### src/rtl/m_dmem_requester_if.sv
// Pipeline-side request/response and cache-side dmem signals of the data-memory requester.
// The master modport is the requester; the slave modport is the LSU/cache environment.
interface m_dmem_requester_if;
  logic        i_req_valid;
  logic        o_req_ready;
  logic        i_req_we;
  logic [1:0]  i_req_size;
  logic        i_req_signed;
  logic [31:0] i_req_addr;
  logic [31:0] i_req_wdata;
  logic        o_rsp_valid;
  logic        o_rsp_err;
  logic [31:0] o_rsp_rdata;
  logic        o_timeout;
  logic        o_dmem_ren;
  logic [3:0]  o_dmem_wen;
  logic [31:0] o_dmem_addr;
  logic [31:0] o_dmem_data;
  logic [31:0] i_dmem_data;
  logic        i_dmem_stall;

  modport master (
    input  i_req_valid, i_req_we, i_req_size, i_req_signed, i_req_addr, i_req_wdata,
    input  i_dmem_data, i_dmem_stall,
    output o_req_ready, o_rsp_valid, o_rsp_err, o_rsp_rdata, o_timeout,
    output o_dmem_ren, o_dmem_wen, o_dmem_addr, o_dmem_data
  );

  modport slave (
    output i_req_valid, i_req_we, i_req_size, i_req_signed, i_req_addr, i_req_wdata,
    output i_dmem_data, i_dmem_stall,
    input  o_req_ready, o_rsp_valid, o_rsp_err, o_rsp_rdata, o_timeout,
    input  o_dmem_ren, o_dmem_wen, o_dmem_addr, o_dmem_data
  );
endinterface

### src/rtl/m_dmem_requester.sv
// Sizes one load/store at a time onto the cache dmem port; hit response 3 cycles after accept.
// Backpressure: ready only in IDLE with the cache not stalled; misses hold the FSM in WAIT.
module m_dmem_requester #(
  parameter int unsigned STALL_TIMEOUT = 1024
) (
  input logic              i_clk,
  input logic              i_rst_n,
  m_dmem_requester_if.master bus
);

  localparam int unsigned CW = $clog2(STALL_TIMEOUT + 2);
  localparam logic [CW-1:0] CNT_MAX = {CW{1'b1}};
  localparam logic [CW-1:0] TO_CNT  = CW'(STALL_TIMEOUT);

  typedef enum logic [1:0] {IDLE, ISSUE, WAIT} state_e;

  state_e      state_q, state_d;
  logic        we_q, we_d;
  logic        signed_q, signed_d;
  logic [1:0]  size_q, size_d;
  logic [1:0]  lo_q, lo_d;
  logic        ren_q, ren_d;
  logic [3:0]  wen_q, wen_d;
  logic [31:0] addr_q, addr_d;
  logic [31:0] data_q, data_d;
  logic        rsp_valid_q, rsp_valid_d;
  logic        rsp_err_q, rsp_err_d;
  logic [31:0] rdata_q, rdata_d;
  logic        timeout_q, timeout_d;
  logic [CW-1:0] cnt_q, cnt_d;

  logic        accept;
  logic        req_illegal;
  logic [3:0]  req_mask;
  logic [31:0] req_lane;
  logic [31:0] rd_shift;
  logic [31:0] load_ext;

  assign bus.o_req_ready = (state_q == IDLE) && !bus.i_dmem_stall;
  assign accept          = bus.i_req_valid && bus.o_req_ready;

  assign req_illegal = (bus.i_req_size == 2'b11)
                    || (bus.i_req_size == 2'b01 && bus.i_req_addr[0])
                    || (bus.i_req_size == 2'b10 && bus.i_req_addr[1:0] != 2'b00);

  always_comb begin
    req_mask = 4'b1111;
    req_lane = bus.i_req_wdata;
    unique case (bus.i_req_size)
      2'b00: begin
        req_mask = 4'b0001 << bus.i_req_addr[1:0];
        req_lane = {4{bus.i_req_wdata[7:0]}};
      end
      2'b01: begin
        req_mask = 4'b0011 << bus.i_req_addr[1:0];
        req_lane = {2{bus.i_req_wdata[15:0]}};
      end
      default: ;
    endcase
  end

  // Halfwords are aligned, so the byte-lane shift also selects the correct half.
  assign rd_shift = bus.i_dmem_data >> {lo_q, 3'b000};

  always_comb begin
    load_ext = bus.i_dmem_data;
    unique case (size_q)
      2'b00:   load_ext = signed_q ? {{24{rd_shift[7]}}, rd_shift[7:0]}
                                   : {24'h0, rd_shift[7:0]};
      2'b01:   load_ext = signed_q ? {{16{rd_shift[15]}}, rd_shift[15:0]}
                                   : {16'h0, rd_shift[15:0]};
      default: ;
    endcase
  end

  always_ff @(posedge i_clk or negedge i_rst_n) begin
    if (!i_rst_n) begin
      state_q     <= IDLE;
      we_q        <= 1'b0;
      signed_q    <= 1'b0;
      size_q      <= 2'b00;
      lo_q        <= 2'b00;
      ren_q       <= 1'b0;
      wen_q       <= 4'h0;
      addr_q      <= 32'h0;
      data_q      <= 32'h0;
      rsp_valid_q <= 1'b0;
      rsp_err_q   <= 1'b0;
      rdata_q     <= 32'h0;
      timeout_q   <= 1'b0;
      cnt_q       <= '0;
    end else begin
      state_q     <= state_d;
      we_q        <= we_d;
      signed_q    <= signed_d;
      size_q      <= size_d;
      lo_q        <= lo_d;
      ren_q       <= ren_d;
      wen_q       <= wen_d;
      addr_q      <= addr_d;
      data_q      <= data_d;
      rsp_valid_q <= rsp_valid_d;
      rsp_err_q   <= rsp_err_d;
      rdata_q     <= rdata_d;
      timeout_q   <= timeout_d;
      cnt_q       <= cnt_d;
    end
  end

  always_comb begin
    state_d = state_q;
    unique case (state_q)
      IDLE:    if (accept && !req_illegal) state_d = ISSUE;
      ISSUE:   if (!bus.i_dmem_stall)      state_d = WAIT;
      WAIT:    if (!bus.i_dmem_stall)      state_d = IDLE;
      default: state_d = IDLE;
    endcase
  end

  always_comb begin
    we_d        = we_q;
    signed_d    = signed_q;
    size_d      = size_q;
    lo_d        = lo_q;
    ren_d       = ren_q;
    wen_d       = wen_q;
    addr_d      = addr_q;
    data_d      = data_q;
    rsp_valid_d = 1'b0;
    rsp_err_d   = 1'b0;
    rdata_d     = rdata_q;
    timeout_d   = timeout_q;
    cnt_d       = '0;
    unique case (state_q)
      IDLE: begin
        if (accept) begin
          we_d     = bus.i_req_we;
          signed_d = bus.i_req_signed;
          size_d   = bus.i_req_size;
          lo_d     = bus.i_req_addr[1:0];
          if (req_illegal) begin
            rsp_valid_d = 1'b1;
            rsp_err_d   = 1'b1;
            rdata_d     = 32'h0;
          end else begin
            ren_d  = !bus.i_req_we;
            wen_d  = bus.i_req_we ? req_mask : 4'h0;
            addr_d = {bus.i_req_addr[31:2], 2'b00};
            data_d = req_lane;
          end
        end
      end
      ISSUE: begin
        if (!bus.i_dmem_stall) begin
          ren_d = 1'b0;
          wen_d = 4'h0;
        end
      end
      WAIT: begin
        if (bus.i_dmem_stall) begin
          cnt_d = (cnt_q == CNT_MAX) ? cnt_q : cnt_q + 1'b1;
          if (STALL_TIMEOUT != 0 && cnt_d == TO_CNT) timeout_d = 1'b1;
        end else begin
          rsp_valid_d = 1'b1;
          rdata_d     = we_q ? 32'h0 : load_ext;
        end
      end
      default: ;
    endcase
  end

  assign bus.o_rsp_valid = rsp_valid_q;
  assign bus.o_rsp_err   = rsp_err_q;
  assign bus.o_rsp_rdata = rdata_q;
  assign bus.o_timeout   = timeout_q;
  assign bus.o_dmem_ren  = ren_q;
  assign bus.o_dmem_wen  = wen_q;
  assign bus.o_dmem_addr = addr_q;
  assign bus.o_dmem_data = data_q;

endmodule

### src/flat_wrapper.sv
// flat-port wrapper written by rule: the top's interface ports become plain ports
module m_dmem_requester_flat 
#(
  parameter int unsigned STALL_TIMEOUT = 1024
)
  (i_clk, i_rst_n, bus_i_req_valid, bus_i_req_we, bus_i_req_size, bus_i_req_signed, bus_i_req_addr, bus_i_req_wdata, bus_i_dmem_data, bus_i_dmem_stall, bus_o_req_ready, bus_o_rsp_valid, bus_o_rsp_err, bus_o_rsp_rdata, bus_o_timeout, bus_o_dmem_ren, bus_o_dmem_wen, bus_o_dmem_addr, bus_o_dmem_data);
  m_dmem_requester_if bus_i ();
  input logic i_clk;
  input logic i_rst_n;
  input wire logic [$bits(bus_i.i_req_valid)-1:0] bus_i_req_valid;
  input wire logic [$bits(bus_i.i_req_we)-1:0] bus_i_req_we;
  input wire logic [$bits(bus_i.i_req_size)-1:0] bus_i_req_size;
  input wire logic [$bits(bus_i.i_req_signed)-1:0] bus_i_req_signed;
  input wire logic [$bits(bus_i.i_req_addr)-1:0] bus_i_req_addr;
  input wire logic [$bits(bus_i.i_req_wdata)-1:0] bus_i_req_wdata;
  input wire logic [$bits(bus_i.i_dmem_data)-1:0] bus_i_dmem_data;
  input wire logic [$bits(bus_i.i_dmem_stall)-1:0] bus_i_dmem_stall;
  output wire logic [$bits(bus_i.o_req_ready)-1:0] bus_o_req_ready;
  output wire logic [$bits(bus_i.o_rsp_valid)-1:0] bus_o_rsp_valid;
  output wire logic [$bits(bus_i.o_rsp_err)-1:0] bus_o_rsp_err;
  output wire logic [$bits(bus_i.o_rsp_rdata)-1:0] bus_o_rsp_rdata;
  output wire logic [$bits(bus_i.o_timeout)-1:0] bus_o_timeout;
  output wire logic [$bits(bus_i.o_dmem_ren)-1:0] bus_o_dmem_ren;
  output wire logic [$bits(bus_i.o_dmem_wen)-1:0] bus_o_dmem_wen;
  output wire logic [$bits(bus_i.o_dmem_addr)-1:0] bus_o_dmem_addr;
  output wire logic [$bits(bus_i.o_dmem_data)-1:0] bus_o_dmem_data;
  assign bus_i.i_req_valid = bus_i_req_valid;
  assign bus_i.i_req_we = bus_i_req_we;
  assign bus_i.i_req_size = bus_i_req_size;
  assign bus_i.i_req_signed = bus_i_req_signed;
  assign bus_i.i_req_addr = bus_i_req_addr;
  assign bus_i.i_req_wdata = bus_i_req_wdata;
  assign bus_i.i_dmem_data = bus_i_dmem_data;
  assign bus_i.i_dmem_stall = bus_i_dmem_stall;
  assign bus_o_req_ready = bus_i.o_req_ready;
  assign bus_o_rsp_valid = bus_i.o_rsp_valid;
  assign bus_o_rsp_err = bus_i.o_rsp_err;
  assign bus_o_rsp_rdata = bus_i.o_rsp_rdata;
  assign bus_o_timeout = bus_i.o_timeout;
  assign bus_o_dmem_ren = bus_i.o_dmem_ren;
  assign bus_o_dmem_wen = bus_i.o_dmem_wen;
  assign bus_o_dmem_addr = bus_i.o_dmem_addr;
  assign bus_o_dmem_data = bus_i.o_dmem_data;
  m_dmem_requester #(.STALL_TIMEOUT(STALL_TIMEOUT)) u_core (.i_clk(i_clk), .i_rst_n(i_rst_n), .bus(bus_i));
endmodule
### config.mk
export PLATFORM = sky130hd
export DESIGN_NAME = m_dmem_requester_flat
export DESIGN_NICKNAME = d
export VERILOG_FILES = /design/src/rtl/m_dmem_requester_if.sv /design/src/rtl/m_dmem_requester.sv /design/src/flat_wrapper.sv
export SDC_FILE = /design/constraint.sdc
export NUM_CORES = 1
export LEC_CHECK = 0
export ABC_AREA = 1
export CORE_MARGIN = 2
export CORE_UTILIZATION = 45
export CTS_CLUSTER_SIZE = 24
export DETAILED_ROUTE_END_ITERATION = 7
export PLACE_DENSITY = 0.8
export SLEW_MARGIN = 20
export SYNTH_ARGS = -nofsm -noshare
export SYNTH_HDL_FRONTEND = slang
export SYNTH_SLANG_ARGS = --single-unit
### constraint.sdc
create_clock -name i_clk -period 2 [get_ports i_clk]
set_clock_uncertainty 0.1 [all_clocks]
set_input_delay 0.4 -clock i_clk [delete_from_list [all_inputs] [get_ports i_clk]]
set_output_delay 0.4 -clock i_clk [all_outputs]
set_load 0.05 [all_outputs]
Yosys cells after proc, flatten, opt, wreduce, memory -nomap -nowiden

Cells that the tools add are included.

Register bits after elaboration: 121

$add $sub $neg: 1
Equality and inequality tests: 14
Shifts and indexed selects: 3
Mux-type cells: 31
Bitwise gates (word level): 1
Reduce and logical (&&, ||, !) cells: 22

Operators by type and width:

| operator                | number |
|---|---|
| $mux W32                | 6 |
| $pmux W32 S2            | 3 |
| $mux W11                | 3 |
| $shr A32 B5 Y16         | 1 |
| $eq A11 B11 Y1 const B  | 2 |
| $mux W4                 | 4 |
| $pmux W4 S2             | 2 |
| $add A11 B1 Y11 const B | 1 |
| $reduce_and A3 Y1       | 3 |
| $ne A2 B2 Y1 const B    | 4 |
| $reduce_and A4 Y1       | 2 |
| $mux W1                 | 7 |
| $eq A2 B1 Y1 const B    | 3 |
| $eq A2 B2 Y1 const B    | 3 |
| $logic_not A2 Y1        | 3 |
| $mux W2                 | 3 |
| $pmux W2 S3             | 1 |
| $reduce_bool A2 Y1      | 3 |
| $logic_and A1 B1 Y1     | 5 |
| $ne A2 B1 Y1 const B    | 2 |
| $pmux W1 S2             | 2 |
| $shl A1 B2 Y4 const A   | 1 |
| $shl A2 B2 Y4 const A   | 1 |
| $logic_not A1 Y1        | 3 |
| other kinds (3)         | 4 |

Longest topological paths before layout

Gate-level depths: netlist (run 1).

Depth after elaboration: 8
Depth in mapped cells: 10
Gate-level depth less buffers: 10

Worst setup path before layout (run 1)

Ideal clock, no wire load.

Path kind: register to output
From: reg u_core.state_q[1]
To: out bus_o_req_ready
Arrival time: 1137 ps
Data required time: 1500 ps
Path slack: 363 ps
Cell stages (with the launch flop): 4
Path buffers: 0
Path through: dfrtp_1 inv_1 nand2_1 nor2_1

Longest elaborated chain between the ends: 2

RTL lines:

| element                  | RTL line               | source |
|---|---|---|
| start: declaration       | m_dmem_requester.sv:17 | `state_e state_q, state_d;` |
| start signal: assignment | m_dmem_requester.sv:93 | `state_q <= state_d;` |
| $logic_not A2 Y1         | m_dmem_requester.sv:39 | `assign bus.o_req_ready = (state_q == IDLE) && !bus.i_dmem_stall;` |
| $logic_and A1 B1 Y1      | m_dmem_requester.sv:39 |  |
| end: declaration         | flat_wrapper.sv:18     | `output wire logic [$bits(bus_i.o_req_ready)-1:0] bus_o_req_ready;` |

Every way passes these cells.

Worst setup path after layout (run 1)

From: in bus_i_dmem_stall
To: out bus_o_req_ready

Longest elaborated chain between the ends: 2

RTL lines:

| element             | RTL line               | source |
|---|---|---|
| start: declaration  | flat_wrapper.sv:17     | `input wire logic [$bits(bus_i.i_dmem_stall)-1:0] bus_i_dmem_stall;` |
| $logic_not A1 Y1    | m_dmem_requester.sv:39 |  |
| $logic_and A1 B1 Y1 | m_dmem_requester.sv:39 |  |

Every way passes these cells.

==> impl_metrics.tcl, run 1 <==
set metrics [dict create \
    status "completed" \
    grt_setup_unrepaired "no" \
    async_flop_share_pct 100 \
    drtPass1Iterations 5 \
    critPathSlowestCell "clkdlybuf4s50_1" \
    dp_hpwl_um 12700 \
    layout_min_cycle_time_ns 1.85 \
    synthFlopType "dfrtp_1" \
    viasPerCell 5.08 \
    die_height_um 118 \
    setup_viol 0 \
    synth_common_cells "nand2_1 (297), dfrtp_1 (121), inv_1 (52)" \
    synth_edf_count 0 \
    synthDistinctLibCells 36 \
    finalCritPeriodShare_pct 92.5 \
    yosysTopAreaCell "dfrtp_1" \
    p_total_mw 10.9 \
    area_delta_synth_final_pct 50.6 \
    clockBufferDepth 2 \
    die-area_um2 13900 \
    slew_headroom_pct 64.7 \
    hold_viol 0 \
    synth_area_um2 5820 \
    yosysMostFrequentCell "nand2_1" \
    syn_inst 738 \
    drv_cap 0 \
    dp_cells 1123 \
    ios 209 \
    use_met3_pct 8.14 \
    tightestPinTransition_ns 0.531 \
    core_area_um2 12600 \
    fmax_mhz 540 \
    cpLargestDelayFamily "buffers and inverters" \
    drive_above_1_share_pct 16.5 \
    cts_tree "done" \
    slew_violations 0 \
    critPathCaptureType "primary output" \
    synth_area_leaders "dfrtp_1 (52%), nand2_1 (19%), a21oi_1 (4.0%), o21ai_0 (4.0%), inv_1 (3.4%)" \
    crit_fanout 4 \
    wl_um 17500 \
    vdd.ir_drop.worst_uv 838 \
    crit_required_ns 1.50 \
    met2_usage_pct 42.4 \
    ant_nets 0 \
    max_stage_delay_ns 0.44 \
    criticalPathCategory "in2out" \
    drtIter0Drc 419 \
    stdcell_count 1156 \
    critPathLaunchType "input pin" \
    grt-ovfl-total 0 \
    cts_num_sinks 121 \
    yosys.area.top_type_share_pct 52.0 \
    powerDensity_nw_per_um2 1240 \
    grt_pass1_vias 5771 \
    die_w_um 118 \
    numCtsBuffers 17 \
    start_util_pct 46.1 \
    io_buffers 206 \
    cts_setup_buffers 0 \
    via_count 5876 \
    grt_pass1_wl_um 28700 \
    cts_root_buf "clkbuf_16" \
    wl_per_cell_um 15.1 \
    seq_area_frac_synth_pct 52.0 \
    grt_max_degree 59 \
    hold_path_class "in2async" \
    diodes 0 \
    row_count 41 \
    avgSynthCellArea_um2 7.89 \
    insertion_delay_ns 0.41 \
    place.gp.congestion 0.865 \
    drc 0 \
    p_leak_nw 4.56 \
    nets 1076 \
    yosys_warnings 0 \
    antenna_found_initial 0 \
    met1_usage_pct 32.1 \
    path_buf_inv 3 \
    cp_cell_sequence "clkdlybuf4s50_1 -> buf_4 -> nor2_1 -> buf_12" \
    critPathArrivalTime_ns 1.35 \
    path_clk_slew_ns 0.06 \
    htreeDepth 4 \
    top_usage_layer "met2" \
    grtUsageTotal_pct 25.8 \
    yosys_register_bits 121 \
]
[kinds of logic (layout without fill, tap and decap cells)]
| kind of cell | count (synthesis) | after routing | share of synthesized area [%] |
|---|---|---|---|
| other | 1 | 2 | 0.0644 |
| flip-flops | 121 | 121 | 52.0 |
| XOR/XNOR | 3 | 3 | 0.451 |
| AO/OA/AOI/OAI | 139 | 139 | 13.6 |
| adder cells (fa/ha/maj) | 1 | 1 | 0.215 |
| AND/OR/NAND/NOR | 382 | 382 | 26.5 |
| buffers and inverters | 91 | 336 | 7.22 |
[cells in the final DEF, fill, tap and decap left out, types with 3 or more instances in the layout]
cell / instances
nand2_1: 296
dfrtp_1: 121
buf_4: 103
clkdlybuf4s50_1: 102
inv_1: 52
a21oi_1: 47
o21ai_0: 47
nor2_1: 42
dlygate4sd2_1: 34
nand3_1: 27
clkbuf_16: 17
a31oi_1: 9
buf_12: 8
o21ai_1: 7
o22ai_1: 7
a22o_1: 7
o211ai_1: 6
bufinv_16: 5
inv_2: 4
clkinvlp_4: 4
nand3_2: 3
o221ai_1: 3
[area by class of cell]
class                           count  area [um2]
Sequential cell                   121        3030
Clock buffer                       18         439
Inverter                           56         210
Timing Repair Buffer              248        2260
Fill cell                        1023        3850
Clock inverter                     14         220
Multi-Input combinational cell    527        2390
Tap cell                          172         215
[power by group]
part           total (mW)  switching [mW]  internal [mW]  leakage (nW)
sequential           3.31           0.350           2.96          1.56
combinational        4.14            2.87           1.27          2.69
clock                3.41            1.16           2.25         0.309
[what timing repair did]
| action | in CTS | in global routing |
|---|---|---|
| endpoints found under the hold margin | 9 | 0 |
| gates resized for setup | 34 | 3 |
| hold buffers | 1 | 0 |
| endpoints found under the setup margin | 34 | 1 |
| pin swaps | 0 | 0 |
[final timing paths]
check | endpoint | from | depth (start not counted) | slack (ns)
max | bus_o_req_ready | bus_i_dmem_stall | 4 | 0.15
min | u_core.cnt_q[4]$_DFF_PN0_ | i_rst_n | 2 | 0.28
max reg2reg | u_core.bus.o_timeout$_DFFE_PN0P_ | u_core.cnt_q[0]$_DFF_PN0_ | 10 | 0.21
min reg2reg | u_core.bus.o_dmem_addr[24]$_DFFE_PN0P_ | u_core.bus.o_dmem_addr[24]$_DFFE_PN0P_ | 2 | 0.37
max in group asynchronous | u_core.bus.o_dmem_addr[12]$_DFFE_PN0P_ | i_rst_n | 3 | 0.97
min in group i_clk | u_core.bus.o_dmem_addr[24]$_DFFE_PN0P_ | u_core.bus.o_dmem_addr[24]$_DFFE_PN0P_ | 2 | 0.37
[per-layer routing]
layer / share of wire (%) / vias up
met5: 0 / -
met4: 2.1 / 0
met3: 10 / 25
met2: 47 / 288
met1: 40 / 2728
li1: - / 2835
[state kept, by name, indices dropped and copies added, names as in the netlist]
register,cells
u_core.bus.o_rsp_err,1
u_core.cnt_q,11
u_core.bus.o_rsp_rdata,32
u_core.bus.o_dmem_data,32
u_core.state_q,2
u_core.bus.o_dmem_addr,30
u_core.bus.o_timeout,1
u_core.lo_q,2
u_core.bus.o_dmem_ren,1
u_core.we_q,1
u_core.signed_q,1
u_core.size_q,2
u_core.bus.o_rsp_valid,1
u_core.bus.o_dmem_wen,4
[per-stage QoR]
| step | cell area, um2 | setup TNS, ns | setup WS (ns) | hold slack, ns | utilization, % |
|---|---|---|---|---|---|
| floorplan | 5830 | 0 | 0.363 | 0.00441 | - |
| global placement | 8130 | -7.95 | -0.139 | 0.157 | 64.4 |
| detailed placement | 8130 | -11.58 | -0.216 | 0.156 | 64.4 |
| CTS | 8760 | 0 | 0.136 | 0.274 | 69.4 |
| global route | 8770 | 0 | 0.0364 | 0.288 | 69.5 |
| finish | 8770 | 0 | 0.150 | 0.276 | 69.5 |
Power figures use the tool's default switching activity.
==> inputs of run 2 (changes only) <==
--- a/config.mk
+++ b/config.mk
@@ -5,12 +5,11 @@
 export SDC_FILE = /design/constraint.sdc
 export NUM_CORES = 1
 export LEC_CHECK = 0
-export ABC_AREA = 1
 export CORE_MARGIN = 2
 export CORE_UTILIZATION = 45
 export CTS_CLUSTER_SIZE = 24
 export DETAILED_ROUTE_END_ITERATION = 7
-export PLACE_DENSITY = 0.8
+export PLACE_DENSITY = 0.78
 export SLEW_MARGIN = 20
 export SYNTH_ARGS = -nofsm -noshare
 export SYNTH_HDL_FRONTEND = slang
==> run 2 against run 1 <==
Register-to-register slack got worse by 0.05 ns. Maximum frequency rose by 0.60%. Via count fell by 17%. Total power rose by 1.5%. Critical endpoint is now u_core.bus.o_timeout$_DFFE_PN0P_. Largest cell class unchanged. Highest routed layer unchanged.
==> impl_metrics.tcl, run 2 <==
set metrics [dict create \
    seq_area_um2 3030 \
    antenna_found_initial 0 \
    synth_common_cells "dfrtp_1 (121), nand2_1 (52), mux2i_1 (39)" \
    critPathArrivalTime_ns 2.05 \
    layout_min_cycle_time_ns 1.84 \
    cts_setup_buffers 0 \
    r2r_start "u_core.cnt_q[0]$_DFF_PN0_" \
    critPathLaunchType "flip-flop" \
    row_count 41 \
    synth_area_leaders "dfrtp_1 (53%), mux2_1 (7.5%), mux2i_1 (6.9%), nand2_1 (3.4%), a21oi_1 (2.7%)" \
    yosysMostFrequentCell "dfrtp_1" \
    placed_area_um2 8070 \
    io_buffers 206 \
    cts_root_buf "clkbuf_16" \
    reg2regPathDepth 6 \
    cts_tree "done" \
    diodes 0 \
    start_util_pct 45.7 \
    p_leak_nw 4.10 \
    insertion_delay_ns 0.42 \
    cp.depth 6 \
    max_stage_delay_ns 0.39 \
    dp_slack_ns -0.258 \
    hold_viol 0 \
    grtUsageTotal_pct 24.0 \
    status "completed" \
    criticalPathCategory "reg2reg" \
    wl_um 15700 \
    timing.final.ws_setup_ns 0.161 \
    grt_pass1_wl_um 24900 \
    grt-ovfl-total 0 \
    core_area_um2 12500 \
    numCtsBuffers 17 \
    final_cell_mix "dfrtp_1 (121), buf_4 (116), clkdlybuf4s50_1 (102)" \
    crit_fanout 7 \
    final_area_um2 8660 \
    crit_required_ns 2.21 \
    cp_cell_sequence "buf_4 -> and4_1 -> nor4_2 -> o21bai_1 -> a22oi_1 -> o41ai_2" \
    setup_viol 0 \
    die_height_um 117 \
    powerDensity_nw_per_um2 1270 \
    synth_area_um2 5700 \
    final_common_cell "dfrtp_1" \
    critPathCaptureType "flip-flop" \
    avgSynthCellArea_um2 11.0 \
    synth_edf_count 0 \
    htreeDepth 4 \
    seq_area_frac_synth_pct 53.2 \
    clockBufferDepth 2 \
    dp_cells 911 \
    drtIter0Drc 272 \
    drive_above_1_share_pct 22.8 \
    grt_pass1_vias 4959 \
    r2r_slack_ns 0.16 \
    via_count 4893 \
    die-area_um2 13600 \
    cts_num_sinks 121 \
    grt_max_degree 122 \
    die_w_um 117 \
    synthFlopType "dfrtp_1" \
    ios 209 \
    drc 0 \
    yosys.area.top_type_share_pct 53.2 \
    multi_input_area_um2 2490 \
    place.gp.congestion 0.896 \
    finalCritPeriodShare_pct 92.0 \
    fmax_mhz 544 \
    drtPass1Iterations 4 \
    hold_path_class "reg2reg" \
    path_clk_slew_ns 0.06 \
    cpLargestDelayFamily "compound AO/OA/AOI/OAI gates" \
    path_buf_inv 1 \
    crit_start "u_core.cnt_q[0]$_DFF_PN0_" \
    yosys_warnings 0 \
    syn_inst 518 \
    viasPerCell 5.19 \
    nets 864 \
    crit_end "u_core.bus.o_timeout$_DFFE_PN0P_" \
    yosys_register_bits 121 \
    rr_endpoint "u_core.bus.o_timeout$_DFFE_PN0P_" \
    slew_headroom_pct 57.2 \
    dp_hpwl_um 11700 \
    nFillCells 917 \
    ant_nets 0 \
    wl_per_cell_um 16.7 \
    yosysTopAreaCell "dfrtp_1" \
    slew_violations 0 \
    stdcell_count 943 \
    synthDistinctLibCells 52 \
    p_total_mw 11.0 \
    drv_cap 0 \
    holdWs_ns 0.380 \
    tightestPinTransition_ns 0.642 \
    vdd.ir_drop.worst_uv 1010 \
    area_delta_synth_final_pct 52.0 \
    grt_setup_unrepaired "no" \
    async_flop_share_pct 100 \
    critPathSlowestCell "dfrtp_1" \
]
run 2: changes by cell type after synthesis, sizes merged, moves of 18 or more:
cell,before,now
nand2b,0,19
mux2,0,43
inv,56,11
o21ai,55,33
nand3,32,5
a21oi,49,31
nand2,299,52
mux2i,0,39
run 2: stage by stage:
step	util, %	setup TNS [ns]
floorplan	-	0
global placement	64.7	-17.93
detailed placement	64.7	-19.73
CTS	69.3	0
global route	69.5	0
finish	69.5	0
run 2: worst reg2reg max path: stages (launching register included):
cell and delay (ns):
dfrtp_1 0.39, buf_4 0.17, and4_1 0.28, nor4_2 0.22
o21bai_1 0.13, a22oi_1 0.11, o41ai_2 0.33
run 2: final cells by class:
| class | instances | area share, % |
|---|---|---|
| clock buffer | 19 | 5.12 |
| clock inverter | 12 | 1.75 |
| inverter | 11 | 0.477 |
| multi-input combinational | 353 | 28.8 |
| sequential | 121 | 35.0 |
| tap | 172 | 2.49 |
| timing repair buffer | 255 | 26.4 |
run 2: where the power goes:
part / internal (mW) / switching, mW / leakage [nW]
logic: 1.47 / 3.02 / 2.27
registers: 3.05 / 0.388 / 1.54
clock network: 1.98 / 1.11 / 0.289
total: 6.50 / 4.52 / 4.10
run 2: worst min path at each step:
stage,start,end,slack (ns),cells after the start
finish,u_core.bus.o_dmem_addr[14]$_DFFE_PN0P_,u_core.bus.o_dmem_addr[14]$_DFFE_PN0P_,0.38,1
global route,u_core.bus.o_dmem_addr[10]$_DFFE_PN0P_,u_core.bus.o_dmem_addr[10]$_DFFE_PN0P_,0.40,1
global placement,u_core.bus.o_rsp_rdata[3]$_DFFE_PN0P_,u_core.bus.o_rsp_rdata[3]$_DFFE_PN0P_,0.37,2
floorplan,i_rst_n,u_core.bus.o_dmem_addr[10]$_DFFE_PN0P_,0.004,0
CTS,u_core.bus.o_rsp_rdata[3]$_DFFE_PN0P_,u_core.bus.o_rsp_rdata[3]$_DFFE_PN0P_,0.38,2
detailed placement,u_core.bus.o_dmem_wen[2]$_DFFE_PN0P_,u_core.bus.o_dmem_wen[2]$_DFFE_PN0P_,0.37,2
run 2: per-layer routing:
metal	share of wire, %	up-vias	GRT usage, %
met2	49	195	39.0
met1	41	2346	29.7
met4	2.3	0	10.2
met5	0	-	0
li1	-	2323	-
met3	7.6	29	7.73
run 2: timing repair:
action	CTS	global route
hold buffers	1	0
endpoints found under the hold margin	1	0
gates cloned	0	0
pin swaps	0	0
resized for setup	30	4
setup endpoints to repair	30	1
run 2: cells by family after synthesis:
kind of cell	Yosys count	share of synthesized area (%)
AO/OA/AOI/OAI	126	14.8
XOR/XNOR	5	0.769
adder cells (fa/ha/maj)	1	0.220
buffers and inverters	45	3.76
flip-flops	121	53.2
multiplexers	82	15.4
other	1	0.0658
AND/OR/NAND/NOR	137	11.9
==> inputs of run 3 (changes only) <==
--- a/config.mk
+++ b/config.mk
@@ -6,10 +6,11 @@
 export NUM_CORES = 1
 export LEC_CHECK = 0
 export CORE_MARGIN = 2
-export CORE_UTILIZATION = 45
+export CORE_UTILIZATION = 46
+export CTS_BUF_LIST = sky130_fd_sc_hd__clkbuf_2
 export CTS_CLUSTER_SIZE = 24
 export DETAILED_ROUTE_END_ITERATION = 7
-export PLACE_DENSITY = 0.78
+export PLACE_DENSITY = 0.79
 export SLEW_MARGIN = 20
 export SYNTH_ARGS = -nofsm -noshare
 export SYNTH_HDL_FRONTEND = slang
==> run 3 against run 2 <==
The flow now finishes with violations (negative setup slack). Die area fell by 2.1%. Combinational power rose by 2%. Register-to-register slack got worse by 0.18 ns. Final area fell by 4.0%. Core utilization fell by 0.58 points. Critical path type unchanged. Largest cell class unchanged. Largest power group unchanged. Highest routed layer unchanged.
==> impl_metrics.tcl, run 3 (same netlist as run 2, synthesis figures left out) <==
set metrics [dict create \
    finalCritPeriodShare_pct 101 \
    die_w_um 115 \
    vdd.ir_drop.worst_uv 920 \
    fin_setup_tns_ns -0.0360 \
    status "finished with violations" \
    cts_num_sinks 121 \
    clockBufferDepth 2 \
    dp_slack_ns -0.261 \
    antenna_found_initial 0 \
    final_area_um2 8310 \
    drtIter0Drc 355 \
    hold_viol 0 \
    viasPerCell 5.22 \
    hold_path_class "in2async" \
    wl_um 16000 \
    place.gp.congestion 0.885 \
    crit_fanout 9 \
    crit_required_ns 2.50 \
    violations "negative setup slack" \
    grt_pass1_vias 4950 \
    final_cell_mix "dfrtp_1 (119), clkdlybuf4s50_1 (102), buf_4 (99)" \
    holdWs_ns 0.186 \
    cts_tree "done" \
    layout_min_cycle_time_ns 2.02 \
    core_area_um2 12100 \
    p_leak_nw 4.01 \
    area_delta_synth_final_pct 45.8 \
    nets 864 \
    slew_violations 0 \
    nFillCells 886 \
    ios 209 \
    criticalPathCategory "reg2reg" \
    grt-ovfl-total 0 \
    wl_per_cell_um 17.1 \
    placed_area_um2 8040 \
    grt_setup_unrepaired "yes" \
    fmax_mhz 495 \
    drtPass1Iterations 4 \
    ant_nets 0 \
    cts_root_buf "clkbuf_2" \
    row_count 40 \
    powerDensity_nw_per_um2 1140 \
    dp_hpwl_um 11500 \
    p_total_mw 9.45 \
    via_count 4901 \
    drc 0 \
    die_height_um 115 \
    drive_above_1_share_pct 28.8 \
    critPathCaptureType "flip-flop" \
    tightestPinTransition_ns 0.660 \
    grtUsageTotal_pct 24.0 \
    die-area_um2 13300 \
    htreeDepth 4 \
    critPathLaunchType "flip-flop" \
    start_util_pct 47.2 \
    path_clk_slew_ns 0.18 \
    slew_headroom_pct 56.0 \
    insertion_delay_ns 0.69 \
    seq_area_um2 3030 \
    final_common_cell "dfrtp_1" \
    critPathArrivalTime_ns 2.52 \
    setup_viol 2 \
    grt_pass1_wl_um 24500 \
    numCtsBuffers 17 \
    io_buffers 206 \
    drv_cap 0 \
    multi_input_area_um2 2560 \
    timing.final.ws_setup_ns -0.0187 \
    grt_max_degree 122 \
    diodes 0 \
]
-- run 3: worst max-delay path: stages (launching register included) --
cell	delay [ns]
dfrtp_2	0.46
buf_4	0.15
nor4b_4	0.30
buf_4	0.18
o21ai_4	0.13
o21a_1	0.26
o31ai_1	0.34
-- run 3: cell type report --
| cell class | count | share of cell area [%] |
|---|---|---|
| flip-flops and latches | 121 | 36.5 |
| clock buffers | 20 | 1.20 |
| inverters | 11 | 0.497 |
| well taps | 168 | 2.53 |
| clock inverters | 10 | 1.27 |
| repair buffers | 255 | 27.2 |
| multi-input cells | 353 | 30.8 |
-- run 3: final timing paths --
path | from | to | slack, ns | depth (start not counted)
max reg2reg | u_core.state_q[1]$_DFFE_PN0P_ | u_core.bus.o_dmem_wen[2]$_DFFE_PN0P_ | -0.02 | 6
max | u_core.state_q[1]$_DFFE_PN0P_ | u_core.bus.o_dmem_wen[2]$_DFFE_PN0P_ | -0.02 | 6
min | i_rst_n | u_core.bus.o_dmem_data[21]$_DFFE_PN0P_ | 0.19 | 3
min reg2reg | u_core.bus.o_timeout$_DFFE_PN0P_ | u_core.bus.o_timeout$_DFFE_PN0P_ | 0.39 | 2
max in group asynchronous | i_rst_n | u_core.bus.o_rsp_rdata[25]$_DFFE_PN0P_ | 1.06 | 3
min in group i_clk | bus_i_req_addr[15] | u_core.bus.o_dmem_addr[15]$_DFFE_PN0P_ | 0.19 | 2
-- run 3: repair_timing --
item                       CTS  global route
pin swaps                    1             0
gates resized for setup    184            31
buffers inserted             2             1
hold buffers                 1             0
hold endpoints to repair   121             0
cloned                       0             4
setup endpoints to repair   38            22
-- run 3: routing by layer --
layer	track usage, %	wire length [um]
met4	7.15	218
met1	29.0	6470
met3	10.5	1390
met5	0	0
met2	39.1	7940
-- run 3: metrics by stage --
stage / cells / utilization (%)
6_report: 938 / 68.9
4_1_cts: 933 / 67.2
2_1_floorplan: 519 / -
3_5_place_dp: 900 / 66.7
5_1_grt: 938 / 68.9
3_3_place_gp: 900 / 66.7
-- run 3: report_power, final --
| group | switching [mW] | internal (mW) | total, mW |
|---|---|---|---|
| combinational | 3.06 | 1.52 | 4.58 |
| clock | 0.893 | 0.558 | 1.45 |
| sequential | 0.385 | 3.04 | 3.42 |
